`src/rtl/mem_store_packer.sv`:
```
// Store-side memory interface: narrows a register value onto the word bus with byte enables,
// rejects misaligned or bad-size stores, and runs a req/ack handshake that aborts after TIMEOUT cycles.
module mem_store_packer #(
    parameter int unsigned TIMEOUT = 15
) (
    input  logic        clk,
    input  logic        reset,
    input  logic        in_valid,
    output logic        in_ready,
    input  logic [31:0] in_addr,
    input  logic [31:0] in_data,
    input  logic [1:0]  in_size,
    output logic        mem_req,
    output logic [31:0] mem_addr,
    output logic [31:0] mem_wdata,
    output logic [3:0]  mem_be,
    input  logic        mem_ack,
    output logic        err_valid,
    output logic [1:0]  err_code,
    output logic [31:0] err_addr,
    output logic        busy,
    output logic        dbg_state_o
);

    // Handshake: a store is taken when in_valid && in_ready at a rising edge; in_ready is
    // high only in IDLE. A memory write is held (mem_req with stable addr/wdata/be) until
    // mem_ack is sampled high at a rising edge, or until the timeout fires.
    typedef enum logic {
        IDLE = 1'b0,
        REQ  = 1'b1
    } state_t;

    localparam logic [7:0] CNT_LAST = 8'(TIMEOUT - 1);

    localparam logic [1:0] SZ_BYTE = 2'b00;
    localparam logic [1:0] SZ_HALF = 2'b01;
    localparam logic [1:0] SZ_WORD = 2'b10;

    localparam logic [1:0] ERR_MISALIGN = 2'b01;
    localparam logic [1:0] ERR_SIZE     = 2'b10;
    localparam logic [1:0] ERR_TIMEOUT  = 2'b11;

    state_t      state_q, state_d;
    logic [7:0]  cnt_q, cnt_d;
    logic [31:0] addr_q, addr_d;
    logic [31:0] baddr_q, baddr_d;
    logic [31:0] wdata_q, wdata_d;
    logic [3:0]  be_q, be_d;
    logic        err_valid_q, err_valid_d;
    logic [1:0]  err_code_q, err_code_d;
    logic [31:0] err_addr_q, err_addr_d;

    logic [31:0] pack_wdata;
    logic [3:0]  pack_be;
    logic        bad_size;
    logic        misaligned;

    always_comb begin
        pack_wdata = in_data;
        pack_be    = 4'b1111;
        case (in_size)
            SZ_BYTE: begin
                pack_wdata = {4{in_data[7:0]}};
                pack_be    = 4'b0001 << in_addr[1:0];
            end
            SZ_HALF: begin
                pack_wdata = {2{in_data[15:0]}};
                pack_be    = in_addr[1] ? 4'b1100 : 4'b0011;
            end
            default: begin
                pack_wdata = in_data;
                pack_be    = 4'b1111;
            end
        endcase
    end

    assign bad_size   = (in_size == 2'b11);
    assign misaligned = ((in_size == SZ_HALF) && in_addr[0]) ||
                        ((in_size == SZ_WORD) && (in_addr[1:0] != 2'b00));

    always_comb begin
        state_d     = state_q;
        cnt_d       = cnt_q;
        addr_d      = addr_q;
        baddr_d     = baddr_q;
        wdata_d     = wdata_q;
        be_d        = be_q;
        err_valid_d = 1'b0;
        err_code_d  = err_code_q;
        err_addr_d  = err_addr_q;
        case (state_q)
            IDLE: begin
                if (in_valid) begin
                    if (bad_size) begin
                        err_valid_d = 1'b1;
                        err_code_d  = ERR_SIZE;
                        err_addr_d  = in_addr;
                    end else if (misaligned) begin
                        err_valid_d = 1'b1;
                        err_code_d  = ERR_MISALIGN;
                        err_addr_d  = in_addr;
                    end else begin
                        state_d = REQ;
                        cnt_d   = 8'd0;
                        addr_d  = {in_addr[31:2], 2'b00};
                        baddr_d = in_addr;
                        wdata_d = pack_wdata;
                        be_d    = pack_be;
                    end
                end
            end
            REQ: begin
                // An ack arriving on the last allowed cycle still counts as completion.
                if (mem_ack) begin
                    state_d = IDLE;
                end else if (cnt_q == CNT_LAST) begin
                    state_d     = IDLE;
                    err_valid_d = 1'b1;
                    err_code_d  = ERR_TIMEOUT;
                    err_addr_d  = baddr_q;
                end else begin
                    cnt_d = cnt_q + 8'd1;
                end
            end
            default: state_d = IDLE;
        endcase
    end

    always_ff @(posedge clk) begin
        if (!reset) begin
            state_q     <= IDLE;
            cnt_q       <= 8'd0;
            addr_q      <= 32'd0;
            baddr_q     <= 32'd0;
            wdata_q     <= 32'd0;
            be_q        <= 4'd0;
            err_valid_q <= 1'b0;
            err_code_q  <= 2'd0;
            err_addr_q  <= 32'd0;
        end else begin
            state_q     <= state_d;
            cnt_q       <= cnt_d;
            addr_q      <= addr_d;
            baddr_q     <= baddr_d;
            wdata_q     <= wdata_d;
            be_q        <= be_d;
            err_valid_q <= err_valid_d;
            err_code_q  <= err_code_d;
            err_addr_q  <= err_addr_d;
        end
    end

    assign in_ready    = (state_q == IDLE);
    assign busy        = (state_q == REQ);
    assign mem_req     = (state_q == REQ);
    assign mem_addr    = addr_q;
    assign mem_wdata   = wdata_q;
    // Byte enables are gated so an idle bus never advertises a write lane.
    assign mem_be      = (state_q == REQ) ? be_q : 4'b0000;
    assign err_valid   = err_valid_q;
    assign err_code    = err_code_q;
    assign err_addr    = err_addr_q;
    assign dbg_state_o = state_q;

endmodule
```
`config.mk`:
```
export PLATFORM = sky130hd
export DESIGN_NAME = mem_store_packer
export DESIGN_NICKNAME = d
export VERILOG_FILES = /design/src/rtl/mem_store_packer.sv
export SDC_FILE = /design/constraint.sdc
export NUM_CORES = 1
export LEC_CHECK = 0
export BUFFER_PORTS_ARGS = -buffer_cell sky130_fd_sc_hd__buf_4
export CELL_PAD_IN_SITES_DETAIL_PLACEMENT = 1
export CELL_PAD_IN_SITES_GLOBAL_PLACEMENT = 2
export CORE_MARGIN = 2
export CORE_UTILIZATION = 31
export DETAILED_ROUTE_END_ITERATION = 6
export GPL_ROUTABILITY_DRIVEN = 0
export PLACE_DENSITY_LB_ADDON = 0.1
export REMOVE_ABC_BUFFERS = 1
export SETUP_SLACK_MARGIN = 0.5
export SLEW_MARGIN = 20
export SYNTH_ARGS = -nofsm -noshare
export SYNTH_HDL_FRONTEND = slang
export SYNTH_SLANG_ARGS = --single-unit
```
`constraint.sdc`:
```
create_clock -name clk -period 5 [get_ports clk]
set_clock_uncertainty 0.05 [all_clocks]
set_input_delay 1 -clock clk [delete_from_list [all_inputs] [get_ports clk]]
set_output_delay 1 -clock clk [all_outputs]
set_load 0.03 [all_outputs]
```
==> flow_summary.json, run 1 <==
{
  "cts_tree": "built",
  "r2r-start": "busy",
  "first_pass_iters": 4,
  "yosysSeqAreaShare": 0.427,
  "synth_compound_area_frac": 0.197,
  "syn-cell-area_sq_mm": 0.00526,
  "tns_ps": 0,
  "ant_nets": 0,
  "status": "finished, final reports clean",
  "critPathLaunchType": "flop",
  "fin_hold_ws_ps": 405,
  "cts_resized": 0,
  "core_area_sq_mm": 0.0166,
  "synth_edf_count": 0,
  "die_w_um": 134,
  "dp_hpwl_mm": 10.7,
  "final_common_cell": "buf_4",
  "ios": 177,
  "slew_viol_final": 0,
  "cp_slowest_stage_delay_ps": 890,
  "dp_slack_ps": 1920,
  "synthAdderAreaFrac": 0.00476,
  "crit_start": "busy",
  "drt_iter0_drc": 189,
  "clock_path_buffers": 2,
  "num_rows": 47,
  "root_buffer": "clkbuf_16",
  "layout_common_cells": "buf_4 (179), nand2_1 (117), dfxtp_1 (111)",
  "start_util": 0.317,
  "async_flop_share": 0,
  "dieArea_sq_mm": 0.0180,
  "syn_to_final_growth_pct": 27.4,
  "synth_top_family_by_area": "compound AO/OA/AOI/OAI gates",
  "crit_fanout": 30,
  "crit_slowest_cell": "dfxtp_2",
  "cts_setup_buffers": 0,
  "worstPathCellList": "inv_1 > buf_4",
  "cts.sinks": 112,
  "track_usage": 0.182,
  "drcViolationCount": 0,
  "max_freq_mhz": 352,
  "critPathKind": "reg -> out",
  "fillers": 1951,
  "synth-seq-cells": 112,
  "synthXorXnorAreaFrac": 0.00167,
  "synthCells": 595,
  "post_drt_wl_per_cell_um": 17.5,
  "insertedDiodeCount": 0,
  "rsz0062_at_grt": "false",
  "maxCapViolCount": 0,
  "synth_warnings": 0,
  "grt_max_degree": 85,
  "htree_levels": 3,
  "path_clk_slew_ps": 70,
  "endpoint_kind": "primary output",
  "viasPerCell": 5.00,
  "grt_pass1_vias": 4778,
  "drt-total-wl_mm": 16.2,
  "holdCritPathClass": "reg -> reg",
  "die_h_um": 134,
  "fin_crit_sh": 0.568,
  "hp-start": "mem_wdata[1]",
  "ir_drop_mv": 0.158,
  "synth-simple-area-share": 0.179,
  "yosysUniqueCellTypes": 45,
  "critical_path_arrival_ps": 1790,
  "cts_buffers": 9,
  "relSlewSlack": 0.280,
  "grt_overflow": 0,
  "drive_gt1_frac": 0.333,
  "finalSetupViolCount": 0,
  "fin_ws_ps": 2160,
  "antenna_found_initial": 0,
  "p_per_area_mw_per_mm2": 323,
  "ys.flop_type": "dfxtp_1",
  "grt_pass1_wl_mm": 25.8,
  "nets": 777,
  "muxShareOfSynthArea": 0.0914,
  "avgSynthCellArea_sq_um": 8.83,
  "required_ps": 3950,
  "io_buffers": 174,
  "p_leak_nw": 2.68,
  "holdBufCountCts": 0,
  "tightest_slew_ps": 1080,
  "period_minus_slack_ps": 2840,
  "vias": 4648,
  "hold_viol_final": 0,
  "clock_latency_ps": 360
}
==> cells by family after synthesis <==
| group | Yosys count |
|---|---|
| buffers and inverters | 86 |
| other | 1 |
| multiplexers | 48 |
| AND/OR/NAND/NOR | 208 |
| XOR/XNOR | 1 |
| adder cells (fa/ha/maj) | 2 |
| AO/OA/AOI/OAI | 137 |
| flip-flops | 112 |
==> path summary, 6_finish.rpt <==
check,slack (ps),to,depth (start not counted)
worst max-delay path,2160,in_ready,2
worst min-delay path,410,mem_wdata[1],2
worst max register to register,2450,baddr_q[3],5
worst min register to register,410,mem_wdata[1],2
==> metal layers <==
layer / global-route usage / wire [um]
met1: 0.228 / 7390
met2: 0.297 / 7310
met3: 0.0582 / 1220
met4: 0.0596 / 302
met5: 0 / 0
==> cell usage after synthesis, types with 2 or more instances <==
| library cell | n | area share |
|---|---|---|
| nor2b_1 | 2 | 0.0024 |
| nor2_1 | 23 | 0.016 |
| nand2_1 | 117 | 0.084 |
| inv_1 | 3 | 0.0021 |
| a311oi_1 | 9 | 0.015 |
| a21oi_1 | 53 | 0.050 |
| dfxtp_1 | 112 | 0.43 |
| mux2i_1 | 48 | 0.091 |
| buf_2 | 22 | 0.021 |
| buf_4 | 36 | 0.051 |
| a31oi_1 | 2 | 0.0024 |
| o21ai_0 | 17 | 0.016 |
| nand2b_1 | 3 | 0.0036 |
| ha_1 | 2 | 0.0048 |
| clkbuf_1 | 19 | 0.014 |
| nor3_1 | 40 | 0.038 |
| nand3_1 | 5 | 0.0048 |
| buf_6 | 4 | 0.0086 |
| nor3_4 | 3 | 0.0093 |
| and2_1 | 6 | 0.0071 |
| nand4_1 | 2 | 0.0024 |
| a211oi_2 | 30 | 0.071 |
| a211oi_1 | 14 | 0.020 |
| o21ba_2 | 2 | 0.0038 |
==> power breakdown <==
| part | internal (mW) | leakage, nW | switching (mW) |
|---|---|---|---|
| clock | 0.364 | 0.128 | 0.334 |
| sequential | 0.949 | 0.918 | 0.0423 |
| combinational | 0.183 | 1.64 | 0.291 |
| total | 1.50 | 2.68 | 0.668 |
==> flip-flops by register name (all words and copies together), names as in the netlist <==
register   flops
err_addr      32
mem_wdata     32
baddr_q       31
cnt_q          8
be_q           4
err_code       2
busy           1
err_valid      1
mem_addr       1
==> worst max-delay path: cells and delay by family, from the launching register on <==
kind,cells,cell delay [ps]
flops,1,890
buf+inv,2,530
==> final cells by class <==
class	instances	area [sq um]	share of cell area
multi-input cells	398	2520	0.376
repair buffers	180	1360	0.204
well taps	220	275	0.0411
flip-flops and latches	112	2240	0.335
clock buffers	13	260	0.0389
clock inverters	2	15.0	0.00224
inverters	4	17.5	0.00262
==> through the flow <==
step	cells	power, mW	utilization	cell area [sq um]
final	929	2.16	0.404	6690
after global routing	929	2.28	0.404	6690
after CTS	929	2.20	0.404	6690
after detailed placement	914	1.50	0.387	6420
after global placement	913	1.48	0.386	6390
after floorplan	514	1.28	-	4760
Power figures use the tool's default switching activity.
==> run 2: changes to the inputs <==
Settings changed: ABC_AREA from default to 1, CORE_UTILIZATION 31 to 27.
Clock period 5 ns to 2.84 ns, I/O delays scaled along.
==> flow_summary.json, run 2 <==
{
  "syn_to_final_growth_pct": 29.2,
  "drcViolationCount": 0,
  "cts_buffers": 9,
  "ys.flop_type": "dfxtp_1",
  "start_util": 0.274,
  "drt_iter0_drc": 206,
  "grt_pass1_wl_mm": 26.4,
  "cts.sinks": 112,
  "period_minus_slack_ps": 2050,
  "p_per_area_mw_per_mm2": 602,
  "syn-cell-area_sq_mm": 0.00511,
  "multi_input_area_sq_mm": 0.00215,
  "synth_warnings": 0,
  "cts_setup_buffers": 0,
  "crit_start": "busy",
  "synth_area_leaders": "dfxtp_1 (44%), o21ai_0 (12%), a21oi_1 (9.6%)",
  "p_leak_nw": 3.08,
  "synthCells": 720,
  "dieArea_sq_mm": 0.0201,
  "grt_pass1_vias": 5124,
  "yosysUniqueCellTypes": 30,
  "worst-r2r-setup-slack_ps": 1050,
  "insertedDiodeCount": 0,
  "io_buffers": 174,
  "cts_resized": 0,
  "critPathLaunchType": "flop",
  "ios": 177,
  "avgSynthCellArea_sq_um": 7.10,
  "placed_cell_area_sq_mm": 0.00631,
  "dp_hpwl_mm": 11.7,
  "fin_area_sq_mm": 0.00661,
  "clock_path_buffers": 2,
  "hold_depth": 3,
  "die_w_um": 142,
  "max_freq_mhz": 489,
  "seqCellArea_sq_mm": 0.00224,
  "tightest_slew_ps": 815,
  "async_flop_share": 0,
  "fin_ws_ps": 793,
  "synth_edf_count": 0,
  "drt-total-wl_mm": 16.7,
  "grt_overflow": 0,
  "endpoint_kind": "primary output",
  "yosysSeqAreaShare": 0.439,
  "core_area_sq_mm": 0.0186,
  "fin_crit_sh": 0.721,
  "ys_top_cells_by_count": "nand2_1 (124), o21ai_0 (123), dfxtp_1 (112)",
  "maxCapViolCount": 0,
  "yosysTopAreaCell": "dfxtp_1",
  "htree_levels": 3,
  "antenna_found_initial": 0,
  "drive_gt1_frac": 0.251,
  "holdCritPathClass": "in -> reg",
  "crit_fanout": 23,
  "rsz0062_at_grt": "false",
  "post_drt_wl_per_cell_um": 15.5,
  "status": "finished, final reports clean",
  "root_buffer": "clkbuf_16",
  "ant_nets": 0,
  "required_ps": 2220,
  "critPathKind": "reg -> out",
  "holdBufCountCts": 0,
  "r2r-start": "cnt_q[0]",
  "viasPerCell": 4.66,
  "yosysMostFrequentCell": "nand2_1",
  "fillers": 2292,
  "synth-seq-cells": 112,
  "clock_latency_ps": 360,
  "dp_slack_ps": 687,
  "nets": 909,
  "r2r-end": "err_addr[17]",
  "layout_common_cells": "buf_4 (183), nand2_1 (124), o21ai_0 (123)",
  "rr_worst_depth": 9,
  "ir_drop_mv": 0.277,
  "hp-start": "in_data[18]",
  "vias": 5010,
  "track_usage": 0.167,
  "tns_ps": 0,
  "slew_viol_final": 0,
  "grt_max_degree": 47,
  "relSlewSlack": 0.456,
  "path_clk_slew_ps": 70,
  "hold_end": "mem_wdata[18]",
  "first_pass_iters": 4,
  "cts_tree": "built",
  "critical_path_arrival_ps": 1430,
  "netlist.area_leader.share": 0.439,
  "num_rows": 50,
  "hold_viol_final": 0,
  "finalSetupViolCount": 0,
  "final_common_cell": "buf_4",
  "die_h_um": 142
}
-- run 2: cell count changes in the layout (fill, tap and decap cells not counted), moves of 38 or more --
cell	previous run	this run
o21ai_0	17	123
nor2_1	23	88
inv_1	3	57
mux2i_1	48	0
a21oi_1	53	98
nor3_1	40	2
-- run 2: how the worst max path moves through the flow --
stage | to | slack, ps
global placement | err_addr[5] | 740
floorplan | mem_wdata[10] | 20
CTS | in_ready | 750
finish | in_ready | 790
detailed placement | err_addr[5] | 690
global route | in_ready | 700
-- run 2: worst max-delay path: stages (launching register included) --
cell and delay (ps):
dfxtp_1 320, buf_4 220, inv_2 300, buf_4 230
-- run 2: metrics by stage --
step | hold slack [ps] | util | std cells | power [mW]
floorplan | 391 | - | 642 | 2.29
global placement | 401 | 0.339 | 1060 | 2.70
detailed placement | 409 | 0.339 | 1060 | 2.72
CTS | 401 | 0.354 | 1076 | 4.06
global route | 405 | 0.354 | 1076 | 4.20
finish | 418 | 0.354 | 1076 | 3.98
-- run 2: cells by family after synthesis --
| group | share of synthesized area |
|---|---|
| simple gates | 0.184 |
| other cells | 0.000734 |
| flops | 0.439 |
| compound gates | 0.230 |
| buf+inv | 0.142 |
| fa+ha+maj | 0.00489 |
-- run 2: per-layer routing --
layer	GRT usage	share of wire	vias to the layer above
met5	0	0	-
met4	0.0532	0.016	0
met2	0.274	0.46	115
met3	0.0510	0.069	15
met1	0.210	0.45	2360
li1	-	-	2520
-- run 2: final cells by class --
cell class,instances,area share
Sequential cell,112,0.339
Inverter,62,0.0356
Tap cell,234,0.0443
Clock buffer,10,0.0347
Clock inverter,6,0.00985
Timing Repair Buffer,184,0.211
Multi-Input combinational cell,468,0.325
-- run 2: power breakdown --
part / switching, mW / internal (mW)
logic: 0.589 / 0.321
clock network: 0.618 / 0.691
registers: 0.0686 / 1.69
total: 1.28 / 2.70
==> run 3: changes to the inputs <==
Settings changed: ABC_AREA 1 to 0, CORE_UTILIZATION 27 to 26.
Clock period 2.84 ns to 1.7 ns, I/O delays scaled along.
==> flow_summary.json, run 3 (synthesis gave the netlist of run 1 again) <==
{
  "hold_viol_final": 0,
  "ir_drop_mv": 0.506,
  "cts_buffers": 9,
  "slew_viol_final": 0,
  "fin_hold_ws_ps": 177,
  "cpLargestDelayFamily": "simple AND/OR/NAND/NOR gates",
  "final_core_util": 0.490,
  "p_leak_nw": 4.13,
  "crit_fanout": 4,
  "place_inst": 996,
  "grt_max_degree": 40,
  "grt_overflow": 0,
  "ios": 177,
  "status": "finished, final reports clean",
  "track_usage": 0.191,
  "crit_slowest_cell": "or3_4",
  "start_util": 0.262,
  "clock_path_buffers": 2,
  "p_per_area_mw_per_mm2": 772,
  "layout_common_cells": "buf_4 (135), buf_6 (122), dfxtp_2 (92)",
  "tightest_slew_ps": 495,
  "rsz0062_at_grt": "true",
  "vias": 5294,
  "die_w_um": 146,
  "antenna_found_initial": 0,
  "critPathLaunchType": "flop",
  "dieArea_sq_mm": 0.0214,
  "post_drt_wl_per_cell_um": 19.4,
  "dp_hpwl_mm": 12.9,
  "drive_gt1_frac": 0.733,
  "final_common_cell": "buf_4",
  "path_clk_slew_ps": 80,
  "cp_slowest_stage_delay_ps": 400,
  "core_area_sq_mm": 0.0200,
  "io_buffers": 174,
  "critical_path_arrival_ps": 1820,
  "relSlewSlack": 0.666,
  "root_buffer": "clkbuf_16",
  "period_minus_slack_ps": 1630,
  "htree_levels": 3,
  "finalNonFillerCells": 1106,
  "nets": 903,
  "max_freq_mhz": 613,
  "fin_area_sq_mm": 0.00982,
  "cts.sinks": 112,
  "grt_pass1_wl_mm": 32.2,
  "drt-total-wl_mm": 21.5,
  "insertedDiodeCount": 0,
  "die_h_um": 146,
  "num_rows": 52,
  "grt_pass1_vias": 5493,
  "drcViolationCount": 0,
  "finalSetupViolCount": 0,
  "worstPathCellList": "or3_4 > nor3_4 > or2_4 > buf_12 > clkbuf_16 > a211oi_2",
  "ant_nets": 0,
  "required_ps": 1890,
  "first_pass_iters": 4,
  "holdBufCountCts": 0,
  "tns_ps": 0,
  "syn_to_final_growth_pct": 86.9,
  "placed_cell_area_sq_mm": 0.00683,
  "maxCapViolCount": 0,
  "critPathKind": "reg -> reg",
  "viasPerCell": 4.79,
  "endpoint_kind": "flop",
  "cp_num_buf_inv": 2,
  "drt_iter0_drc": 196,
  "clock_latency_ps": 360,
  "holdCritPathClass": "in -> reg",
  "fin_crit_sh": 0.960,
  "cts_tree": "built"
}
[run 3: layer usage]
layer	track usage	wire (um)	up-vias
li1	-	-	2527
met1	0.251	9510	2610
met2	0.316	10500	140
met3	0.0438	1200	17
met4	0.0515	259	0
met5	0	0	-
[run 3: where the power goes]
part           switching (mW)  leakage, nW  total, mW  internal, mW
sequential              0.146        0.960       2.96          2.82
combinational            1.20         3.03       2.33          1.13
clock                    1.06        0.149       2.30          1.23
total                    2.41         4.13       7.59          5.18
[run 3: worst min-delay path, stage by stage]
cell,delay (ps)
buf_4,130
nand2_4,50
a21oi_2,30
[run 3: worst paths after layout]
kind / start / to / slack, ps / cells after the start
worst max-delay path: cnt_q[4] / err_addr[29] / 70 / 6
worst min-delay path: in_addr[6] / baddr_q[6] / 180 / 3
worst max register to register: cnt_q[4] / err_addr[29] / 70 / 6
worst min register to register: mem_wdata[0] / mem_wdata[0] / 420 / 2
[run 3: final cells by class]
class	instances	area, sq um
fill	2209	10200
clock inverter	4	51.3
sequential	112	2380
tap	270	338
multi-input combinational	398	3350
timing repair buffer	306	3420
inverter	4	21.3
clock buffer	12	256
[run 3: timing repair]
action | in CTS | in global routing
hold endpoints to repair | 0 | 0
pin swaps | 71 | 57
cloned | 13 | 1
endpoints found under the setup margin | 217 | 217
gates resized for setup | 257 | 237
setup buffers | 51 | 29
[run 3: stage by stage]
stage | worst slack, ps | total power, mW
5_1_grt | -15.7 | 7.90
3_5_place_dp | -64.1 | 4.51
2_1_floorplan | -2910 | 3.77
6_report | 68.6 | 7.59
4_1_cts | 59.1 | 7.34
3_3_place_gp | -8.50 | 4.48
